[config.mk]
export PLATFORM = sky130hd
export DESIGN_NAME = mem_data_arbiter
export DESIGN_NICKNAME = d
export VERILOG_FILES = /design/src/rtl/mem_data_arbiter.sv
export SDC_FILE = /design/constraint.sdc
export NUM_CORES = 1
export LEC_CHECK = 0
export ABC_AREA = 1
export BUFFER_PORTS_ARGS = -buffer_cell sky130_fd_sc_hd__buf_2
export CORE_AREA = 3 3 114 116
export DETAILED_ROUTE_END_ITERATION = 6
export DIE_AREA = 0 0 117 119
export PLACE_DENSITY = 0.75
export SYNTH_ARGS = -nofsm -noshare
export SYNTH_HDL_FRONTEND = slang
export SYNTH_SLANG_ARGS = --single-unit
[constraint.sdc]
create_clock -name clk -period 3 [get_ports clk]
set_clock_uncertainty 0.15 [all_clocks]
set_input_delay 0.3 -clock clk [delete_from_list [all_inputs] [get_ports clk]]
set_output_delay 0.3 -clock clk [all_outputs]
set_load 0.005 [all_outputs]
[src/rtl/mem_data_arbiter.sv]
// Two-port round-robin arbiter in front of a single-ported data memory.
// Each access is IDLE -> ACCESS -> DONE and ends in a one-cycle ack, flagged as an error if it timed out.
module mem_data_arbiter #(
    parameter int ADDR_W  = 11,
    parameter int DATA_W  = 32,
    parameter int TIMEOUT = 15
) (
    input  logic              clk,
    input  logic              reset,
    input  logic              p0_req,
    input  logic              p0_we,
    input  logic [ADDR_W-1:0] p0_addr,
    input  logic [DATA_W-1:0] p0_wdata,
    input  logic              p1_req,
    input  logic              p1_we,
    input  logic [ADDR_W-1:0] p1_addr,
    input  logic [DATA_W-1:0] p1_wdata,
    output logic              p0_ack,
    output logic              p0_err,
    output logic              p1_ack,
    output logic              p1_err,
    output logic [DATA_W-1:0] rdata,
    output logic              stall,
    output logic [ADDR_W-1:0] mem_addr,
    output logic [DATA_W-1:0] mem_data_in,
    output logic              mem_memRead,
    output logic              mem_memWrite,
    input  logic [DATA_W-1:0] mem_data_out,
    input  logic              mem_rdy
);

    localparam logic [1:0] S_IDLE   = 2'd0;
    localparam logic [1:0] S_ACCESS = 2'd1;
    localparam logic [1:0] S_DONE   = 2'd2;

    logic [1:0] state;
    logic       grant;
    logic       last_grant;
    logic [7:0] wait_cnt;

    logic       win;
    logic       win_we;
    logic [7:0] cnt_inc;
    logic       timeout_hit;
    logic       finish;
    logic       ack0_next;

    // Contention goes to the port that was not served last.
    assign win    = (p0_req && p1_req) ? ~last_grant : ~p0_req;
    assign win_we = win ? p1_we : p0_we;

    assign cnt_inc     = (wait_cnt == 8'hFF) ? wait_cnt : wait_cnt + 8'd1;
    assign timeout_hit = !mem_rdy && (cnt_inc == 8'(TIMEOUT));
    assign finish      = (state == S_ACCESS) && (mem_rdy || timeout_hit);
    assign ack0_next   = finish && !grant;

    always_ff @(posedge clk or posedge reset) begin
        if (reset) begin
            state        <= S_IDLE;
            grant        <= 1'b0;
            last_grant   <= 1'b1;
            wait_cnt     <= 8'd0;
            p0_ack       <= 1'b0;
            p0_err       <= 1'b0;
            p1_ack       <= 1'b0;
            p1_err       <= 1'b0;
            rdata        <= '0;
            stall        <= 1'b0;
            mem_addr     <= '0;
            mem_data_in  <= '0;
            mem_memRead  <= 1'b0;
            mem_memWrite <= 1'b0;
        end else begin
            p0_ack <= 1'b0;
            p0_err <= 1'b0;
            p1_ack <= 1'b0;
            p1_err <= 1'b0;
            // Port 0 is not stalled in the cycle it is acked nor the one after, while it lowers req.
            stall  <= p0_req && !ack0_next && !((state == S_DONE) && !grant);
            case (state)
                S_IDLE: begin
                    if (p0_req || p1_req) begin
                        grant        <= win;
                        mem_addr     <= win ? p1_addr : p0_addr;
                        mem_data_in  <= win ? p1_wdata : p0_wdata;
                        mem_memRead  <= !win_we;
                        mem_memWrite <= win_we;
                        wait_cnt     <= 8'd0;
                        state        <= S_ACCESS;
                    end
                end
                S_ACCESS: begin
                    if (finish) begin
                        if (mem_rdy && mem_memRead)
                            rdata <= mem_data_out;
                        mem_memRead  <= 1'b0;
                        mem_memWrite <= 1'b0;
                        p0_ack       <= !grant;
                        p1_ack       <= grant;
                        p0_err       <= !grant && timeout_hit;
                        p1_err       <= grant && timeout_hit;
                        state        <= S_DONE;
                    end else begin
                        wait_cnt <= cnt_inc;
                    end
                end
                S_DONE: begin
                    last_grant <= grant;
                    state      <= S_IDLE;
                end
                default: state <= S_IDLE;
            endcase
        end
    end

endmodule

Word level (Yosys, flattened, before mapping):

Cells that the tools add are included.

* register bits after elaboration: 94
* output and inout bits: 82

* add/sub/neg operators: 1
* equal/unequal tests: 7
* multiplexer cells: 24
* bitwise logic cells: 2
* reductions and logical operators: 24

Operators with widths (count)
* $mux W32: 1
* $mux W8: 3
* $pmux W8 S2: 1
* $mux W1: 13
* $mux W11: 1
* $logic_and A1 B1 Y1: 10
* $reduce_and A3 Y1: 3
* $add A8 B1 Y8 const B: 1
* $eq A8 B4 Y1 const B: 1
* $eq A8 B8 Y1 const B: 1
* $ne A2 B2 Y1 const B: 3
* $logic_not A1 Y1: 5
* $mux W2: 2
* $pmux W1 S2: 2
* $pmux W2 S2: 1
* $reduce_and A2 Y1: 2
* $eq A2 B1 Y1 const B: 1
* $eq A2 B2 Y1 const B: 1
* $logic_not A2 Y1: 1
* $logic_or A1 B1 Y1: 2
* $not A1 Y1: 2
* $reduce_bool A2 Y1: 1

Logic depth before layout (Yosys ltp):

Gate-level depths: netlist (run 1).

* depth after elaboration: 10
* gate-level depth with buffers: 14
* depth with buffers taken out: 14

Worst setup path before layout (run 1):

OpenSTA, ideal clock, no wires.

* kind: reg2reg
* from: register wait_cnt[0]
* to: register wait_cnt[3]
* arrival time: 1.543 ns
* required time: 2.733 ns
* setup slack: 1.190 ns
* stages on the path, launching flop included: 14
* buffers on the path: 0
* cells stage by stage: dfrtp_1 -> ha_1 -> nand3_2 -> inv_2 -> nand2_4 -> nand2_1 -> nor2_1 -> nand2_1 -> nor2_2 -> nand2_2 -> nand3_4 -> nand2_4 -> nand2_1 -> nand2_1

* longest elaborated chain between the ends: 8
* elaborated cells between the ends (all ways): 11
* those cells by class: add/sub: 1; eq/ne: 3; mux: 3; reduce/logical: 4

Ends and longest elaborated chain
* start: declaration: line 39 `logic [7:0] wait_cnt;`
* start signal: assignment: line 104 `wait_cnt <= cnt_inc;`
* $add A8 B1 Y8 / $eq A8 B8 Y1 (equally long branches): line 52 `assign cnt_inc = (wait_cnt == 8'hFF) ? wait_cnt : wait_cnt + 8'd1;`
* $mux W8 *: line 52
* $eq A8 B4 Y1: line 53 `assign timeout_hit = !mem_rdy && (cnt_inc == 8'(TIMEOUT));`
* $logic_and A1 B1 Y1: line 53
* $logic_or A1 B1 Y1: line 54 `assign finish = (state == S_ACCESS) && (mem_rdy || timeout_hit);`
* $logic_and A1 B1 Y1: line 54
* $ne A2 B2 Y1 (no line)
* $reduce_and A3 Y1 (no line)

Every way passes the cells marked *; elsewhere a longest branch is shown, timed or not. The select of a mux whose other input is x is not followed.
A chain may end at the register's enable or synchronous reset.

Worst setup path after layout (run 1):

* from: register wait_cnt[1]
* to: register wait_cnt[3]

The elaborated chain is that of the path after synthesis.

==> summary.txt, run 1 <==
Yosys
  – Yosys top cell area share: 55.5%
  – Post-Syn Area: 0.00419 mm2
  – Main synth FF type: dfrtp_1
  – Synth top area cells: dfrtp_1 56%, a21oi_1 11%, nand2_1 8.2%
  – Syn avg cell area: 9.21 um2
  – Post-Syn Nets: 581
  – FF+latch count, synth: 94
  – Count leader, synth: dfrtp_1
  – Synth cell types: 27
  – Part of the Yosys area used for sequential elements: 56.2%
  – Synth warn: 0
  – Post-synth EDFFs: 0
  – Top cells by count, synth: 93 x dfrtp_1, 92 x nand2_1, 89 x a21oi_1
  – Async SR Flop Fraction: 100%
  – Area leader, netlist: dfrtp_1
  – Post-Syn Instances: 455

Critical path
  – Critical path endpoint category: flop
  – CP Data Required Time: 3080 ps
  – Reg2reg end: wait_cnt[3]
  – Reg2reg start: wait_cnt[1]
  – WP data arrival: 2230 ps
  – CP startpoint kind: flop
  – R2R setup slack: 850 ps
  – Worst Reg-to-Reg Cells: 12
  – Crit path max fanout: 10
  – Crit Path Category: flop to flop

Flow run
  – Max_cap viols: 0

CTS
  – Post-CTS Hold Fix Bufs: 1
  – Post-CTS Resized: 0
  – Clk root buf: clkbuf_16
  – Post-CTS Setup Bufs: 0
  – Worst-path clk slew: 70 ps
  – Clk sinks: 94
  – CTS tree: built
  – Clock Path Buffers: 2
  – CTS buffer count: 9
  – H-tree levels: 3
  – Clk Latency, worst-skew pair: 330 ps

Global route
  – First-pass GRT wire length: 18,400 um
  – Largest net degree at the start of global routing: 58
  – Gr usage total: 16.6%
  – Vias in the first global route: 3,919
  – Initial antenna violation count: 0
  – Gr ovfl total: 0

Drt
  – Via count: 3,901
  – Residual DRC: 0
  – DR vias/cell: 4.81
  – Total Wirelength: 11,400 um
  – Drt first pass iters: 4
  – Routed length per instance: 14.1 um
  – ANT nets after route: 0
  – 1st-iter DRT viols: 294

Final layout
  – Layout Nets: 785
  – Inserted Diodes: 0
  – Area added between synthesis and finish: 35.9%
  – Post-Layout Inst Area: 0.00570 mm2
  – Share of post-route cells with drive strength above 1: 41.4%

Power
  – Total power draw: 5.25 mW
  – Worst vdd ir: 368 uV
  – Leakage: 2.92 nW
  – PwrDens: 921 mW/mm2

STA
  – Final Max Tran Viols: 0
  – RSZ-0062 raised after global routing: no
  – Fmax achieved: 465 MHz
  – Max transition margin: 45.9%
  – Final worst slack: 850 ps
  – Final Hold Vio Count: 0
  – Worst-margin pin slew: 806 ps
  – TNS Setup: 0 ps
  – Final Setup Violations: 0
  – Period utilization: 71.7%
  – Final min period: 2150 ps

Hold path
  – Worst Hold Class: input port to flop
  – Min-Delay Startpoint: mem_data_out[23]
  – Hold worst-path end: rdata[23]
  – Hold depth: 2

Floorplan
  – # rows: 40
  – I/O Pins: 207
  – Die Wd: 117 um
  – Full die area: 0.0139 mm2
  – Std-Cell Core Area: 0.0120 mm2
  – Initial Util: 34.9%
  – Die Y: 119 um

Place
  – HPWL Detailed: 8300 um
  – Post-DP Area: 0.00540 mm2
  – PortBufs: 206
  – Pre-CTS WS: 866 ps
  – Gpl congestion: 0.824

Run status
  – Status: finished clean
==> critical path, cell delays in order, from the launching register on <==
cell	delay [ps]
dfrtp_1	430
ha_1	260
nand3_2	100
inv_2	90
nand2_4	90
o21ai_0	130
nand2_1	80
nor2_1	170
nand2_2	110
nand3_4	140
nand2_4	110
nand2_1	100
nand2_1	50
==> per-stage QoR <==
stage	hold WS (ps)	instances	utilization, %
finish	31.4	811	47.4
floorplan	282	455	-
global placement	314	794	45.0
detailed placement	312	794	45.0
CTS	15.6	811	47.4
global route	39.1	811	47.4
==> flip-flops by register name, indices dropped and copies added (netlist names) <==
name / cells
mem_data_in: 32
rdata: 32
mem_addr: 11
wait_cnt: 8
state: 2
grant: 1
last_grant: 1
mem_memRead: 1
mem_memWrite: 1
p0_ack: 1
p0_err: 1
p1_ack: 1
p1_err: 1
stall: 1
==> power breakdown <==
part | internal (mW) | leakage (nW) | switching, mW
Combinational | 0.925 | 1.67 | 1.09
Sequential | 1.84 | 1.11 | 0.305
Clock | 0.592 | 0.136 | 0.485
==> cell type report <==
| type | instances | area, um2 |
|---|---|---|
| inverters | 28 | 108 |
| repair buffers | 214 | 1110 |
| well taps | 147 | 184 |
| multi-input cells | 312 | 1660 |
| clock buffers | 11 | 243 |
| flip-flops and latches | 94 | 2350 |
| clock inverters | 5 | 42.5 |
| fillers | 1153 | 6320 |
==> kinds of logic after synthesis <==
kind of cell               count (synthesis)  synth area share [%]
DFF                                       94                  56.2
muxes                                     32                  8.60
buffers and inverters                     49                  4.51
AOI/OAI and AO/OA                         98                  11.9
xor gates and xnor gates                   1                 0.209
adders and majority gates                  1                 0.299
and+or+nand+nor                          180                  18.3
==> worst max path at each step <==
| stage | startpoint | cells after the start | endpoint |
|---|---|---|---|
| after floorplan | reset | 1 | grant |
| after global placement | wait_cnt[1] | 12 | wait_cnt[0] |
| after detailed placement | p1_req | 6 | mem_data_in[14] |
| after CTS | wait_cnt[1] | 12 | wait_cnt[2] |
| after global routing | wait_cnt[1] | 12 | wait_cnt[7] |
| final | wait_cnt[1] | 12 | wait_cnt[3] |
==> layout by cell type, fill, tap and decap left out, types with 2 or more instances in the layout <==
cell / instances
o21ai_0: 4
nand2_1: 92
buf_2: 206
clkbuf_16: 9
mux2_1: 4
mux2_2: 28
buf_4: 6
nor2_2: 3
dfrtp_1: 93
nand4_1: 4
clkinv_4: 3
a21oi_1: 89
inv_2: 2
clkinv_1: 3
nand2_4: 2
nand3_2: 2
nand2_2: 3
o21ai_1: 2
nand3_1: 15
inv_1: 22
nor2_1: 57
==> metal layers <==
layer  vias up  wire length (um)  track usage [%]  part of all wire (%)
met5         -                 0                0                     0
met4         0               299             7.17                   2.6
met3        20              1020             4.73                   8.9
met2       189              5430             27.4                    47
met1      1784              4700             19.9                    41
li1       1908                 -                -                     -
(Power assumes the default switching activity.)
==> run 2, diff against run 1 <==
Settings changed: ABC_AREA 1 to 0, CORE_AREA 3 3 114 116 to 3 3 112 114, DIE_AREA 0 0 117 119 to 0 0 115 117, PLACE_DENSITY 0.75 to 0.73.
Clock period 3 ns to 2.1 ns, I/O delays scaled along.
==> run 2 against run 1 <==
Flip-flop and latch count unchanged. Count of clock-buffer cells in the layout decreased by 1. Combinational power increased by 36%. Maximum frequency increased by 4.7%. Setup slack got worse by 800 ps. Global-route usage decreased by 0.43 points. Critical endpoint is now mem_memWrite.
==> summary.txt, run 2 <==
Run status
  – Status: finished clean (unchanged)

Place
  – Gpl congestion: 0.776 (was 0.824)
  – Post-DP Area: 0.00532 mm2 (was 0.00540 mm2)
  – Pre-CTS WS: 53.0 ps (was 866 ps)
  – HPWL Detailed: 7960 um (was 8300 um)
  – PortBufs: 206 (unchanged)
  – Inst Count DP: 683 (was 794)

Power
  – Total power draw: 7.26 mW (was 5.25 mW)
  – Worst vdd ir: 491 uV (was 368 uV)
  – PwrDens: 1220 mW/mm2 (was 921 mW/mm2)
  – Leakage: 3.10 nW (was 2.92 nW)

STA
  – Worst-margin pin slew: 524 ps (was 806 ps)
  – Period utilization: 97.8% (was 71.7%)
  – Fmax achieved: 487 MHz (was 465 MHz)
  – Final min period: 2050 ps (was 2150 ps)
  – Worst hold slack: 15.4 ps (was 31.4 ps)
  – Final Hold Vio Count: 0 (unchanged)
  – RSZ-0062 raised after global routing: yes (was no)
  – Final Setup Violations: 0 (unchanged)
  – Max transition margin: 65.1% (was 45.9%)
  – Final Max Tran Viols: 0 (unchanged)
  – TNS Setup: 0 ps (unchanged)
  – Final worst slack: 46.5 ps (was 850 ps)

Yosys
  – Post-synth EDFFs: 0 (unchanged)
  – Count leader, synth: dfrtp_1 (unchanged)
  – Async SR Flop Fraction: 100% (unchanged)
  – Part of the Yosys area used for sequential elements: 58.4% (was 56.2%)
  – Synth cell types: 38 (was 27)
  – Post-Syn Nets: 467 (was 581)
  – Area leader, netlist: dfrtp_1 (unchanged)
  – Top cells by count, synth: 93 x dfrtp_1, 48 x nand2_1, 48 x o21ai_0 (was 93 x dfrtp_1, 92 x nand2_1, 89 x a21oi_1)
  – Main synth FF type: dfrtp_1 (unchanged)
  – Post-Syn Area: 0.00403 mm2 (was 0.00419 mm2)
  – Syn avg cell area: 11.8 um2 (was 9.21 um2)
  – Yosys top cell area share: 57.8% (was 55.5%)
  – Synth top area cells: dfrtp_1 58%, mux2i_1 11%, mux2_2 8.9% (was dfrtp_1 56%, a21oi_1 11%, nand2_1 8.2%)
  – Synth warn: 0 (unchanged)
  – FF+latch count, synth: 94 (unchanged)
  – Post-Syn Instances: 341 (was 455)

CTS
  – Clk root buf: clkbuf_16 (unchanged)
  – Clk Latency, worst-skew pair: 330 ps (about the same)
  – CTS tree: built (unchanged)
  – Worst-path clk slew: 70 ps (about the same)
  – H-tree levels: 3 (unchanged)
  – Clock Path Buffers: 2 (unchanged)
  – Clk sinks: 94 (unchanged)
  – CTS buffer count: 9 (unchanged)

Global route
  – Largest net degree at the start of global routing: 95 (was 58)
  – Gr ovfl total: 0 (unchanged)
  – Initial antenna violation count: 0 (unchanged)
  – First-pass GRT wire length: 17,000 um (was 18,400 um)
  – Gr usage total: 16.2% (was 16.6%)
  – Vias in the first global route: 3,662 (was 3,919)

Floorplan
  – # rows: 39 (was 40)
  – Die Y: 117 um (was 119 um)
  – I/O Pins: 207 (unchanged)
  – Full die area: 0.0135 mm2 (was 0.0139 mm2)
  – Die Wd: 115 um (was 117 um)
  – Initial Util: 35.0% (was 34.9%)
  – Std-Cell Core Area: 0.0115 mm2 (was 0.0120 mm2)

Final layout
  – Fin util: 51.5% (was 47.4%)
  – Area added between synthesis and finish: 47.2% (was 35.9%)
  – Biggest registers after layout: mem_data_in x32, rdata x32, mem_addr x11 (unchanged)
  – Fillers: 1,026 (was 1,153)
  – Area taken by multi-input logic gates: 0.00162 mm2 (was 0.00166 mm2)
  – Layout Nets: 710 (was 785)
  – Commonest cells after routing, fill and taps aside: 206 x buf_2, 93 x dfrtp_1, 48 x nand2_1 (was 206 x buf_2, 93 x dfrtp_1, 92 x nand2_1)
  – Share of post-route cells with drive strength above 1: 46.3% (was 41.4%)
  – Storage element area: 0.00235 mm2 (unchanged)
  – Fin cells: 732 (was 811)
  – Post-Layout Inst Area: 0.00593 mm2 (was 0.00570 mm2)
  – Commonest non-fill, non-tap cell in the layout: buf_2 (unchanged)

Critical path
  – WP data arrival: 2130 ps (was 2230 ps)
  – CP startpoint kind: flop (unchanged)
  – CP Data Required Time: 2180 ps (was 3080 ps)
  – Crit path max fanout: 4 (was 10)
  – Critical path endpoint category: flop (unchanged)
  – Crit Path Category: flop to flop (unchanged)

Drt
  – DR vias/cell: 4.77 (was 4.81)
  – Routed length per instance: 15.1 um (was 14.1 um)
  – Total Wirelength: 11,100 um (was 11,400 um)
  – Drt first pass iters: 4 (unchanged)
  – 1st-iter DRT viols: 164 (was 294)
  – Via count: 3,491 (was 3,901)
  – Residual DRC: 0 (unchanged)
  – ANT nets after route: 0 (unchanged)

Flow run
  – Max_cap viols: 0 (unchanged)

Hold path
  – Worst Hold Class: input port to flop (unchanged)
## run 2: changes by cell type after synthesis, sizes merged, moves of 3 or more
cell,delta
nor2,-55
nand4,-3
clkinv,-3
clkbuf,-6
nand3,-16
a21oi,-85
mux2i,+45
a311oi,+4
inv,-20
nand2,-49
o21ai,+44
nor3,+5
nor2b,+4
## run 2: critical path, cell delays in order, from the launching register on
cell	delay, ps
dfrtp_1	370
or4_1	510
or3_4	350
a21oi_4	160
o21ai_1	140
a31o_1	260
## run 2: cells by family after synthesis
family                   after synthesis  synth area share [%]
AO/OA/AOI/OAI                         71                  10.2
adder cells (fa/ha/maj)                1                 0.311
buffers and inverters                 22                  2.17
flip-flops                            94                  58.4
multiplexers                          77                  20.1
AND/OR/NAND/NOR                       76                  8.73
## run 2: area by class of cell
| type | instances | area share, % |
|---|---|---|
| timing repair buffer | 249 | 25.1 |
| multi-input combinational | 225 | 27.3 |
| inverter | 5 | 0.380 |
| clock buffer | 10 | 3.86 |
| sequential | 94 | 39.7 |
| tap | 143 | 3.02 |
| clock inverter | 5 | 0.612 |
| antenna | 1 | 0.0422 |
## run 2: power by group
group          switching [mW]  leakage (nW)  internal (mW)  total [mW]
Combinational            1.36          1.82           1.39        2.74
Sequential              0.424          1.16           2.63        3.05
Clock                   0.663         0.121          0.798        1.46
Total                    2.44          3.10           4.81        7.26
## run 2: final timing paths
path | from | to | slack, ps | cells past startpoint
max | wait_cnt[4] | mem_memWrite | 50 | 5
min | p1_wdata[0] | mem_data_in[0] | 20 | 3
max reg2reg | wait_cnt[4] | mem_memWrite | 50 | 5
min reg2reg | mem_data_in[29] | mem_data_in[29] | 320 | 2
max in group asynchronous | reset | mem_data_in[27] | 980 | 4
min in group asynchronous | reset | mem_data_in[17] | 370 | 4
## run 2: per-layer routing
layer  global-route usage, %  wire length (um)
met5                       0                 0
met4                    6.89               188
met3                    2.93               639
met2                    31.7              6250
met1                    16.7              4000
## run 2: what timing repair did
action / 4_1_cts / 5_1_grt
hold endpoints to repair: 125 / 0
gates resized for setup: 0 / 2
buffers inserted: 0 / 0
hold buffers: 33 / 0
setup endpoints to repair: 0 / 5
==> run 3, diff against run 2 <==
Settings changed: CORE_AREA 3 3 112 114 to 3 3 80 158, DIE_AREA 0 0 115 117 to 0 0 83 161.
==> run 3 against run 2 <==
Clock power up 10%. Combinational power barely moved. Critical endpoint is now wait_cnt[2]. Maximum frequency about the same. Critical path type unchanged. Die area shrank 0.68%.
==> summary.txt, run 3 (same netlist as run 2, synthesis figures left out) <==
Floorplan
  – Std-Cell Core Area: 0.0116 mm2 (was 0.0115 mm2)
  – Initial Util: 34.6% (was 35.0%)
  – # rows: 56 (was 39)
  – Die Wd: 83 um (was 115 um)
  – Full die area: 0.0134 mm2 (was 0.0135 mm2)
  – I/O Pins: 207 (unchanged)
  – Die Y: 161 um (was 117 um)

Drt
  – Wl on met1: 4010 um (was 4000 um)
  – Total Wirelength: 11,100 um (about the same)
  – ANT nets after route: 0 (unchanged)
  – Via count: 3,521 (was 3,491)
  – WL met3: 675 um (was 639 um)
  – Residual DRC: 0 (unchanged)
  – Uppermost layer routed: met4 (unchanged)
  – Routed length per instance: 15.0 um (was 15.1 um)
  – Drt first pass iters: 4 (unchanged)
  – 1st-iter DRT viols: 83 (was 164)
  – Met2 WL: 6090 um (was 6250 um)
  – DR vias/cell: 4.78 (was 4.77)

Critical path
  – CP max stage cell: or4_1 (unchanged)
  – R2R setup slack: 40 ps (was 50 ps)
  – Reg2reg end: wait_cnt[2] (was mem_memWrite)
  – CP max stage delay: 520 ps (was 510 ps)
  – Reg2reg start: wait_cnt[4] (unchanged)
  – Worst Reg-to-Reg Cells: 5 (unchanged)
  – CP bufs+invs: 0 (unchanged)
  – Crit Path Category: flop to flop (unchanged)
  – Cell family contributing the most delay on the critical path: simple AND/OR/NAND/NOR gates (unchanged)
  – Critical path endpoint category: flop (unchanged)
  – WP data arrival: 2140 ps (was 2130 ps)
  – Crit path cell chain: or4_1, or3_4, a21oi_4, nor3_2, a311oi_2 (was or4_1, or3_4, a21oi_4, o21ai_1, a31o_1)
  – Crit path max fanout: 5 (was 4)
  – CP Data Required Time: 2190 ps (was 2180 ps)
  – CP startpoint kind: flop (unchanged)

Power
  – PwrDens: 1230 mW/mm2 (was 1220 mW/mm2)
  – Worst vdd ir: 517 uV (was 491 uV)
  – Leakage: 3.13 nW (was 3.10 nW)
  – Total power draw: 7.38 mW (was 7.26 mW)

STA
  – Final Hold Vio Count: 0 (unchanged)
  – Period utilization: 97.9% (was 97.8%)
  – Final min period: 2060 ps (was 2050 ps)
  – Worst-margin pin slew: 787 ps (was 524 ps)
  – Max transition margin: 47.3% (was 65.1%)
  – RSZ-0062 raised after global routing: yes (unchanged)
  – Final Setup Violations: 0 (unchanged)
  – Final worst slack: 44.6 ps (was 46.5 ps)
  – Fmax achieved: 487 MHz (about the same)
  – Final Max Tran Viols: 0 (unchanged)

CTS
  – Clk Latency, worst-skew pair: 340 ps (was 330 ps)
  – Worst-path clk slew: 70 ps (about the same)
  – H-tree levels: 3 (unchanged)
  – CTS buffer count: 9 (unchanged)
  – Clock Path Buffers: 2 (unchanged)
  – Clk root buf: clkbuf_16 (unchanged)
  – Clk sinks: 94 (unchanged)
  – CTS tree: built (unchanged)

Final layout
  – Share of post-route cells with drive strength above 1: 47.0% (was 46.3%)
  – Commonest cells after routing, fill and taps aside: 206 x buf_2, 93 x dfrtp_1, 48 x nand2_1 (unchanged)
  – Layout Nets: 713 (was 710)
  – Biggest registers after layout: mem_data_in x32, rdata x32, mem_addr x11 (unchanged)
  – Commonest non-fill, non-tap cell in the layout: buf_2 (unchanged)
  – Fillers: 1,070 (was 1,026)
  – Inserted Diodes: 0 (was 1)
  – Area added between synthesis and finish: 48.5% (was 47.2%)

Place
  – HPWL Detailed: 8400 um (was 7960 um)
  – PortBufs: 206 (unchanged)
  – Gpl congestion: 0.772 (was 0.776)
  – Pre-CTS WS: -3.71 ps (was 53.0 ps)

Global route
  – First-pass GRT wire length: 17,900 um (was 17,000 um)
  – Vias in the first global route: 3,667 (was 3,662)
  – Initial antenna violation count: 0 (unchanged)
  – Gr usage total: 16.6% (was 16.2%)
  – Gr ovfl total: 0 (unchanged)
  – Largest net degree at the start of global routing: 61 (was 95)

Run status
  – Status: finished clean (unchanged)

Hold path
  – Hold worst-path end: mem_addr[10] (was mem_data_in[0])
  – Min-Delay Startpoint: p0_addr[10] (was p1_wdata[0])
  – Hold depth: 3 (unchanged)
  – Worst Hold Class: input port to flop (unchanged)

Flow run
  – Max_cap viols: 0 (unchanged)
run 3: worst max-delay path by stage:
stage                           start            to  slack (ps)  cells after the start
after floorplan           wait_cnt[5]  mem_memWrite          90                      5
after global placement    wait_cnt[4]  mem_memWrite          70                      5
after detailed placement  wait_cnt[4]   wait_cnt[2]          -4                      5
after CTS                 wait_cnt[4]   wait_cnt[2]          20                      5
after global routing      wait_cnt[4]   wait_cnt[2]         -20                      5
final                     wait_cnt[4]   wait_cnt[2]          40                      5
run 3: routing by layer:
layer	GRT usage, %	up-vias
met4	7.22	0
met3	3.78	22
met2	31.4	158
met1	17.1	1645
li1	-	1696
met5	0	-
run 3: report_power, final:
group | internal, mW | switching, mW
Combinational | 1.36 | 1.36
Sequential | 2.63 | 0.423
Clock | 0.955 | 0.652
Total | 4.95 | 2.43
run 3: worst reg2reg max path, delay by kind of cell, from the launching register on:
| kind | cells | cell delay, ps |
|---|---|---|
| flops | 1 | 380 |
| compound gates | 2 | 440 |
| simple gates | 3 | 990 |
run 3: area by class of cell:
type,count,area (um2),share of cell area [%]
Clock buffer,11,243,4.06
Inverter,5,22.5,0.376
Tap cell,145,181,3.03
Multi-Input combinational cell,225,1630,27.2
Clock inverter,5,58.8,0.983
Sequential cell,94,2350,39.3
Timing Repair Buffer,252,1500,25.0
run 3: repair_timing:
| item | CTS | global route |
|---|---|---|
| setup buffers | 0 | 0 |
| cloned | 0 | 0 |
| endpoints found under the hold margin | 55 | 0 |
| setup endpoints to repair | 1 | 7 |
| gates resized for setup | 1 | 2 |
| hold buffers | 33 | 0 |
| pin swaps | 0 | 2 |
run 3: stage by stage:
step / hold slack, ps / cells / setup TNS (ps) / util (%) / instance area (um2)
detailed placement: 191 / 688 / -3.71 / 45.9 / 5340
global placement: 177 / 688 / 0 / 45.9 / 5340
finish: 14.3 / 737 / 0 / 51.4 / 5980
global route: 13.6 / 737 / -19.8 / 51.4 / 5980
floorplan: 193 / 341 / 0 / - / 4030
CTS: 3.99 / 737 / 0 / 51.4 / 5980
